<file path="src/rtl/bsg_cgol_row.sv">
// bsg_cgol_row: one row of Life-like cells with a runtime rule (birth/survive masks).
// Keeps a generation counter, a registered popcount and a changed flag.
// Optional per-cell age counters are enabled by defining BSG_CGOL_ROW_AGE_EN.
module bsg_cgol_row #(
  parameter int width_p     = 8,
  parameter int wrap_p      = 0,
  parameter int gen_width_p = 16,
  parameter int age_width_p = 4
) (
  input  logic                          clk_i,
  input  logic                          reset_i,
  input  logic                          en_i,
  input  logic [8:0]                    birth_mask_i,
  input  logic [8:0]                    survive_mask_i,
  input  logic [width_p-1:0]            north_i,
  input  logic [width_p-1:0]            south_i,
  input  logic                          update_i,
  input  logic [width_p-1:0]            update_val_i,
  output logic [width_p-1:0]            data_o,
  output logic [$clog2(width_p+1)-1:0]  alive_cnt_o,
  output logic [gen_width_p-1:0]        gen_o,
  output logic                          changed_o
`ifdef BSG_CGOL_ROW_AGE_EN
  ,
  output logic [width_p*age_width_p-1:0] age_o
`endif
);

  localparam int cnt_width_lp = $clog2(width_p+1);

  logic [width_p-1:0]      data_reg;
  logic [width_p-1:0]      data_next;
  logic [width_p-1:0]      step_next;
  logic [cnt_width_lp-1:0] cnt_reg;
  logic [cnt_width_lp-1:0] cnt_next;
  logic [gen_width_p-1:0]  gen_reg;
  logic                    changed_reg;

  // Left/right neighbour taps for the three rows; edges either wrap or read dead.
  logic [width_p-1:0] n_l, n_r, s_l, s_r, r_l, r_r;
  logic [3:0]         sum [width_p];

  genvar gi;
  generate
    for (gi = 0; gi < width_p; gi++) begin : g_cell
      if (gi == 0) begin : g_left_edge
        assign n_l[gi] = (wrap_p != 0) ? north_i[width_p-1]  : 1'b0;
        assign s_l[gi] = (wrap_p != 0) ? south_i[width_p-1]  : 1'b0;
        assign r_l[gi] = (wrap_p != 0) ? data_reg[width_p-1] : 1'b0;
      end else begin : g_left
        assign n_l[gi] = north_i[gi-1];
        assign s_l[gi] = south_i[gi-1];
        assign r_l[gi] = data_reg[gi-1];
      end

      if (gi == width_p-1) begin : g_right_edge
        assign n_r[gi] = (wrap_p != 0) ? north_i[0]  : 1'b0;
        assign s_r[gi] = (wrap_p != 0) ? south_i[0]  : 1'b0;
        assign r_r[gi] = (wrap_p != 0) ? data_reg[0] : 1'b0;
      end else begin : g_right
        assign n_r[gi] = north_i[gi+1];
        assign s_r[gi] = south_i[gi+1];
        assign r_r[gi] = data_reg[gi+1];
      end

      assign sum[gi] = {3'b0, n_l[gi]} + {3'b0, north_i[gi]} + {3'b0, n_r[gi]}
                     + {3'b0, s_l[gi]} + {3'b0, south_i[gi]} + {3'b0, s_r[gi]}
                     + {3'b0, r_l[gi]} + {3'b0, r_r[gi]};

      // Live cells consult the survive rule, dead cells the birth rule.
      assign step_next[gi] = data_reg[gi] ? survive_mask_i[sum[gi]] : birth_mask_i[sum[gi]];
    end
  endgenerate

  // Next row value (load beats step) and its popcount, so the count tracks data_o exactly.
  always_comb begin
    data_next = data_reg;
    if (update_i)  data_next = update_val_i;
    else if (en_i) data_next = step_next;
    cnt_next = '0;
    for (int i = 0; i < width_p; i++) begin
      cnt_next = cnt_next + cnt_width_lp'(data_next[i]);
    end
  end

  // Row state, generation counter, popcount and changed flag; idle cycles hold everything.
  always_ff @(posedge clk_i) begin
    if (reset_i) begin
      data_reg    <= '0;
      cnt_reg     <= '0;
      gen_reg     <= '0;
      changed_reg <= 1'b0;
    end else if (update_i || en_i) begin
      data_reg    <= data_next;
      cnt_reg     <= cnt_next;
      gen_reg     <= update_i ? '0 : gen_reg + gen_width_p'(1);
      changed_reg <= |(data_next ^ data_reg);
    end
  end

  assign data_o      = data_reg;
  assign alive_cnt_o = cnt_reg;
  assign gen_o       = gen_reg;
  assign changed_o   = changed_reg;

`ifdef BSG_CGOL_ROW_AGE_EN
  logic [age_width_p-1:0] age_reg [width_p];

  generate
    for (gi = 0; gi < width_p; gi++) begin : g_age
      // Age counts consecutive survivals (saturating); any other outcome or a load clears it.
      always_ff @(posedge clk_i) begin
        if (reset_i || update_i) begin
          age_reg[gi] <= '0;
        end else if (en_i) begin
          if (data_reg[gi] && step_next[gi]) begin
            if (age_reg[gi] != {age_width_p{1'b1}}) age_reg[gi] <= age_reg[gi] + age_width_p'(1);
          end else begin
            age_reg[gi] <= '0;
          end
        end
      end
      assign age_o[gi*age_width_p +: age_width_p] = age_reg[gi];
    end
  endgenerate
`endif

endmodule

</file>
<file path="config.mk">
export PLATFORM = sky130hd
export DESIGN_NAME = bsg_cgol_row
export DESIGN_NICKNAME = d
export VERILOG_FILES = /design/src/rtl/bsg_cgol_row.sv
export SDC_FILE = /design/constraint.sdc
export NUM_CORES = 1
export LEC_CHECK = 0
export ABC_AREA = 1
export CAP_MARGIN = 20
export CORE_ASPECT_RATIO = 2
export CORE_UTILIZATION = 55
export DETAILED_ROUTE_END_ITERATION = 7
export HOLD_SLACK_MARGIN = 0.12
export PLACE_DENSITY_LB_ADDON = 0.08
export SETUP_SLACK_MARGIN = 0.1
export SLEW_MARGIN = 20
export SYNTH_ARGS = -nofsm -noshare
export SYNTH_HDL_FRONTEND = slang
export SYNTH_SLANG_ARGS = --single-unit
export TNS_END_PERCENT = 20
</file>
<file path="constraint.sdc">
create_clock -name clk_i -period 9.6 [get_ports clk_i]
set_input_delay 2.4 -clock clk_i [delete_from_list [all_inputs] [get_ports clk_i]]
set_output_delay 2.4 -clock clk_i [all_outputs]
set_load 0.01 [all_outputs]
</file>
==> results of run 1 <==
-- Yosys cell counts (all sizes together) --
library cell / count
nand4: 2
fa: 32
buf: 12
xnor2: 5
nand2: 216
or2: 7
nor3b: 2
dfxtp: 29
nor3: 6
nor2: 58
a31oi: 4
o21ai: 28
inv: 118
nand3: 110
o211ai: 1
a21oi: 33
ha: 24
and3: 1
clkbuf: 13
xor2: 4
-- worst max-delay path, cell delays in order --
cell and delay, ns:
clkdlybuf4s50_1 0.56, inv_1 0.09, fa_1 0.58, fa_1 0.43, fa_1 0.48, inv_1 0.04, ha_1 0.20, fa_1 0.56
inv_1 0.16, nand3_1 0.11, nand2_1 0.08, nand2_1 0.05, nand3_1 0.07, nand2_1 0.05, nand2_1 0.06, nand2_1 0.07
nand2_1 0.11, inv_1 0.07, fa_1 0.48, inv_1 0.06, fa_1 0.57, fa_1 0.43, inv_1 0.07, ha_1 0.16
inv_1 0.06, fa_1 0.43, xor2_1 0.15, a21oi_1 0.08
-- layout by cell type, fill, tap and decap left out, types with 2 or more instances in the layout --
cell and count:
clkdlybuf4s50_1 74, nor2_1 57, nand3_1 110, nand4_1 2, inv_2 3, nand2_1 215
inv_1 115, clkbuf_8 2, fa_1 32, ha_1 24, a21oi_1 33, xnor2_1 5
dfxtp_1 29, or2_2 7, o21ai_0 26, o21ai_1 2, clkbuf_16 5, nor3_1 6
a31oi_1 4, xor2_1 4
-- worst min-delay path by stage --
stage,start,end,slack [ns],cells after the start
6_report,gen_o[15],gen_o[15],0.46,1
3_3_place_gp,gen_o[15],gen_o[15],0.44,1
4_1_cts,gen_o[15],gen_o[15],0.46,1
3_5_place_dp,gen_o[15],gen_o[15],0.45,1
5_1_grt,gen_o[15],gen_o[15],0.48,1
2_1_floorplan,gen_o[15],gen_o[15],0.47,1
-- report_power, final --
group | leakage (nW) | switching (mW) | internal, mW
registers | 0.237 | 0.0120 | 0.134
logic | 2.25 | 0.545 | 0.339
clock network | 0.0799 | 0.0529 | 0.109
-- cell type report --
type	instances	area, um2
multi-input cells	533	3054
fillers	663	2231
repair buffers	74	740.7
flip-flops and latches	29	580.6
inverters	118	442.9
clock buffers	7	152.6
well taps	92	115.1
clock inverters	1	5.005
-- routing by layer --
layer / wire, um / part of all wire [%] / global-route usage, % / up-vias
li1: - / - / - / 2315
met2: 6934 / 52 / 65.71 / 205
met1: 4704 / 36 / 34.79 / 2181
met4: 965 / 7.3 / 26.47 / 0
met5: 0 / 0 / 0 / -
met3: 636 / 4.8 / 4.167 / 77
-- state kept, by name (all words and copies together), names as in the netlist --
register     cells
gen_o           16
data_o           8
alive_cnt_o      4
changed_o        1
-- cell families (layout without fill, tap and decap cells) --
group / count (synthesis) / after routing / synth area share, %
adders and majority gates: 56 / 56 / 22.39
buffers and inverters: 143 / 200 / 13.52
AOI/OAI and AO/OA: 66 / 66 / 8.038
and+or+nand+nor: 402 / 402 / 40.37
xor gates and xnor gates: 9 / 9 / 1.875
DFF: 29 / 29 / 13.81
==> reports/metrics.csv, run 1 <==
metric;value;unit
routed len/inst;15.50;um
Antenna Nets Post-Route;0;
Worst Setup EP;alive_cnt_o[2];
Setup Fix Bufs, Post-CTS;0;
global-route wire length before repair;22.32;mm
Initial Utilization;57.40;%
post-cts sizing count;0;
hold crit path type;reg2reg;
# clock sinks;29;
WP data arrival;8.67;ns
fmax;117.4;MHz
DIE HEIGHT;125.6;um
total power;1.192;mW
CTS tree;done;
Row Count;44;
Layout Skew;0.003113;ns
Tmin final;8.519;ns
Core Footprint;0.007322;mm2
Final period util;88.74;%
Critical Path RT;9.75;ns
Pleak;2.570;nW
largest net degree at the start of global routing;15;
Slew HR;49.67;%
DRT Pass-1 Iters;7;
initial drt markers;405;
initial antenna violation count;0;
hold bufs inserted after CTS;0;
reg2reg setup slack;3.80;ns
final WL;13.24;mm
Synth warnings;0;
CTS H-Tree Depth;2;
gpl congestion;0.9814;
Worst-path clk slew;0.05;ns
Power Density;234.2;mW/mm2
Remaining DRCs;0;
Setup crit start kind;primary input;
setup ws final;1.081;ns
crit path from;north_i[2];
dpl cell area;0.004933;mm2
fin nets;863;
Ant. Diodes;0;
setup TNS;0;ns
dominant cell type by area after synthesis;nand2_1;
Final setup viols;0;
via count;4778;
number of global-route vias before repair;4917;
final instance area;0.005091;mm2
num ports;75;
vias per inst;5.595;
Inserted Clock Buffers;5;
Clock Latency Late Sink;0.28;ns
total track usage;35.55;%
cells after synthesis;705;
max-cap viol count;0;
critical path class;in2reg;
Mapped Area;0.004203;mm2
RSZ-0062 raised after global routing;no;
top cells by area, synth;nand2_1 19%, fa_1 15%, dfxtp_1 14%;
Core Util, Final;69.53;%
share of cells above drive strength 1;2.756;%
Slew Limit Fails;0;
pre-CTS setup slack;0.8550;ns
Peak supply drop;173.1;uV
Die ar.;0.008016;mm2
input/output buffers;74;
Worst Max-Slew Pin Slew;0.7525;ns
final non-filler cell total;854;
flops & latches, synth;29;
Yosys cell types;27;
GRT overflow;0;
HPWL after DPL;10.46;mm
Layout area overhead;21.14;%
CTS Buffer Depth;2;
minimum hold slack;0.4587;ns
root buf cell;clkbuf_16;
syn nets;807;
Yosys top cell area share;19.20;%
Inst Count DP;846;
Worst Path Max Fanout;7;
r2r endpoint;alive_cnt_o[2];
Mapped Avg Cell Area;5.961;um2
Worst R2R Start;data_o[2];
worst r2r path cells;26;
Seq/Total Area, Yosys;13.81;%
Die Span X;63.81;um
Hold Fails Final Rpt;0;
status;complete, no violations;
Setup crit end kind;flip-flop;
(Power assumes the default switching activity.)
==> run 2, diff against run 1 <==
==> constraint.sdc (replaced) <==
create_clock -name clk_i -period 9.6 [get_ports clk_i]
set_input_delay 2.4 -clock clk_i [delete_from_list [all_inputs] [get_ports clk_i]]
set_output_delay 2.4 -clock clk_i [all_outputs]
set_load 0.05 [all_outputs]
==> results of run 2 <==
The final DEF is identical to that of run 1. Status: complete, no violations.
Among the figures that moved: total power 1.192 mW -> 1.229 mW; worst IR drop on VDD 173.1 uV -> 173.2 uV
==> run 3, diff against run 2 <==
--- a/config.mk
+++ b/config.mk
@@ -6,12 +6,13 @@
 export NUM_CORES = 1
 export LEC_CHECK = 0
 export ABC_AREA = 1
-export CAP_MARGIN = 20
+export CAP_MARGIN = 5
 export CORE_ASPECT_RATIO = 2
-export CORE_UTILIZATION = 55
+export CORE_UTILIZATION = 49
 export DETAILED_ROUTE_END_ITERATION = 7
 export HOLD_SLACK_MARGIN = 0.12
 export PLACE_DENSITY_LB_ADDON = 0.08
+export REMOVE_ABC_BUFFERS = 1
 export SETUP_SLACK_MARGIN = 0.1
 export SLEW_MARGIN = 20
 export SYNTH_ARGS = -nofsm -noshare
==> constraint.sdc (replaced) <==
create_clock -name clk_i -period 7.5 [get_ports clk_i]
set_input_delay 1.875 -clock clk_i [delete_from_list [all_inputs] [get_ports clk_i]]
set_output_delay 1.875 -clock clk_i [all_outputs]
set_load 0.05 [all_outputs]
==> run 3 against run 2 <==
Net effect:
- clock-buffer cell count decreased by 1
- core utilization shrank 5.0 points
- sequential power up 27%
- via count is 2.3% higher
- cell count rose by 3.6%
- first-iteration DRC count grew 17%
- non-clock buffer count up 25
- register-to-register slack worse by 1.9 ns
- critical path depth decreased by 5
- clock skew increased by 0.0043 ns
- design area is 5.1% higher
- wire length rose by 2.7%
- critical path type unchanged
- critical endpoint is now alive_cnt_o[1]
- largest power group unchanged
- highest routed layer unchanged
==> reports/metrics.csv, run 3 (synthesis results as in run 1) <==
metric;value;unit
status;complete, no violations;
num ports;75;
minimum hold slack;0.4610;ns
hold crit path type;reg2reg;
Ant. Diodes;0;
fmax;138.4;MHz
# clock sinks;29;
fin nets;888;
Core Footprint;0.008292;mm2
WP buf/inv;7;
WP data arrival;7.39;ns
Row Count;47;
Inst Count DP;876;
Remaining DRCs;0;
largest net degree at the start of global routing;14;
Max stage delay on crit path;0.65;ns
CTS H-Tree Depth;2;
root buf cell;clkbuf_16;
GRT overflow;0;
Final setup viols;0;
crit-path leading delay family;adder cells;
max-cap viol count;0;
dpl cell area;0.005121;mm2
share of cells above drive strength 1;9.657;%
critical path class;in2reg;
Initial Utilization;50.69;%
number of global-route vias before repair;4820;
Die Span X;67.49;um
total power;1.667;mW
Worst Max-Slew Pin Slew;0.5995;ns
max reg flops;16;
commonest non-fill, non-tap cells in the layout;212 x nand2_1, 105 x nand3_1, 104 x inv_1, 69 x clkdlybuf4s50_1, 56 x nor2_1;
DRT Pass-1 Iters;6;
HPWL after DPL;10.72;mm
via count;4890;
initial antenna violation count;0;
Hold Fails Final Rpt;0;
final instance area;0.005351;mm2
Worst Path Max Fanout;7;
setup ws final;0.2723;ns
Clock Latency Late Sink;0.29;ns
routed len/inst;15.36;um
commonest non-fill, non-tap cell in the layout;nand2_1;
pre-CTS setup slack;-0.5937;ns
Critical Path RT;7.66;ns
RSZ-0062 raised after global routing;yes;
DIE HEIGHT;133.0;um
final WL;13.59;mm
gpl congestion;0.8655;
Slew Limit Fails;0;
Setup crit end kind;flip-flop;
vias per inst;5.525;
Inserted Clock Buffers;5;
Pleak;2.705;nW
Final period util;96.37;%
Worst-path clk slew;0.05;ns
Die ar.;0.008974;mm2
input/output buffers;74;
Tmin final;7.228;ns
Setup crit start kind;primary input;
CTS tree;done;
Slew HR;59.91;%
total track usage;31.68;%
hold bufs inserted after CTS;0;
initial drt markers;473;
FILL cells;772;
CTS Buffer Depth;2;
global-route wire length before repair;21.57;mm
Antenna Nets Post-Route;0;
Layout Skew;0.007431;ns
Crit-path slowest cell;fa_2;
critical path cell sequence;clkdlybuf4s50_1 -> inv_2 -> fa_1 -> fa_1 -> inv_2 -> ha_4 -> fa_2 -> nand3_2 -> nand3_1 -> nand3_1 -> a21oi_2 -> nand2_2 -> nand2_2 -> inv_2 -> fa_1 -> inv_2 -> fa_1 -> fa_1 -> inv_1 -> ha_2 -> inv_2 -> fa_2 -> a21oi_1;
final non-filler cell total;885;
Layout area overhead;27.33;%
Peak supply drop;215.2;uV
Power Density;311.6;mW/mm2
[run 3: changes by cell type in the layout (fill, tap and decap cells not counted), sizes merged]
cell / change
buf: +27
clkinv: +1
clkdlybuf4s50: -5
dlymetal6s2s: +2
[run 3: path summary, 6_finish.rpt]
path                                  from              to  slack, ns  cells past startpoint
worst max-delay path            south_i[4]  alive_cnt_o[1]       0.27                     23
worst min-delay path             gen_o[15]       gen_o[15]       0.46                      1
worst max register to register   data_o[2]  alive_cnt_o[1]       1.86                     22
worst min register to register   gen_o[15]       gen_o[15]       0.46                      1
[run 3: area by class of cell]
class,count,area (um2),area share (%)
clock inverters,2,10.01,0.1870
well taps,98,122.6,2.291
multi-input cells,533,3127,58.43
flip-flops and latches,29,580.6,10.85
repair buffers,99,934.6,17.47
clock buffers,6,128.9,2.408
inverters,118,447.9,8.370
[run 3: timing repair]
action | CTS | global route
pin swaps | 10 | 16
setup buffers | 0 | 1
setup endpoints to repair | 4 | 2
cloned | 0 | 0
resized for setup | 13 | 33
[run 3: worst register-to-register path: cells and delay by family (launching register included)]
kind | cells | cell delay (ns)
and+or+nand+nor | 5 | 0.44
adders and majority gates | 9 | 4.03
AOI/OAI and AO/OA | 2 | 0.21
DFF | 1 | 0.45
buffers and inverters | 6 | 0.38
[run 3: per-stage QoR]
| stage | TNS (ns) | util, % |
|---|---|---|
| floorplan | 0 | - |
| global placement | -1.013 | 61.76 |
| detailed placement | -1.536 | 61.76 |
| CTS | 0 | 63.59 |
| global route | 0 | 64.54 |
| finish | 0 | 64.54 |
[run 3: routing by layer]
layer	share of wire (%)	wire length [um]	global-route usage, %
met4	7.1	966	23.88
met5	0	0	0
met2	53	7164	56.27
met1	35	4708	31.67
met3	5.6	755	3.190
[run 3: power by group]
group	internal, mW	switching, mW
registers	0.171	0.0148
logic	0.505	0.785
clock network	0.121	0.0704
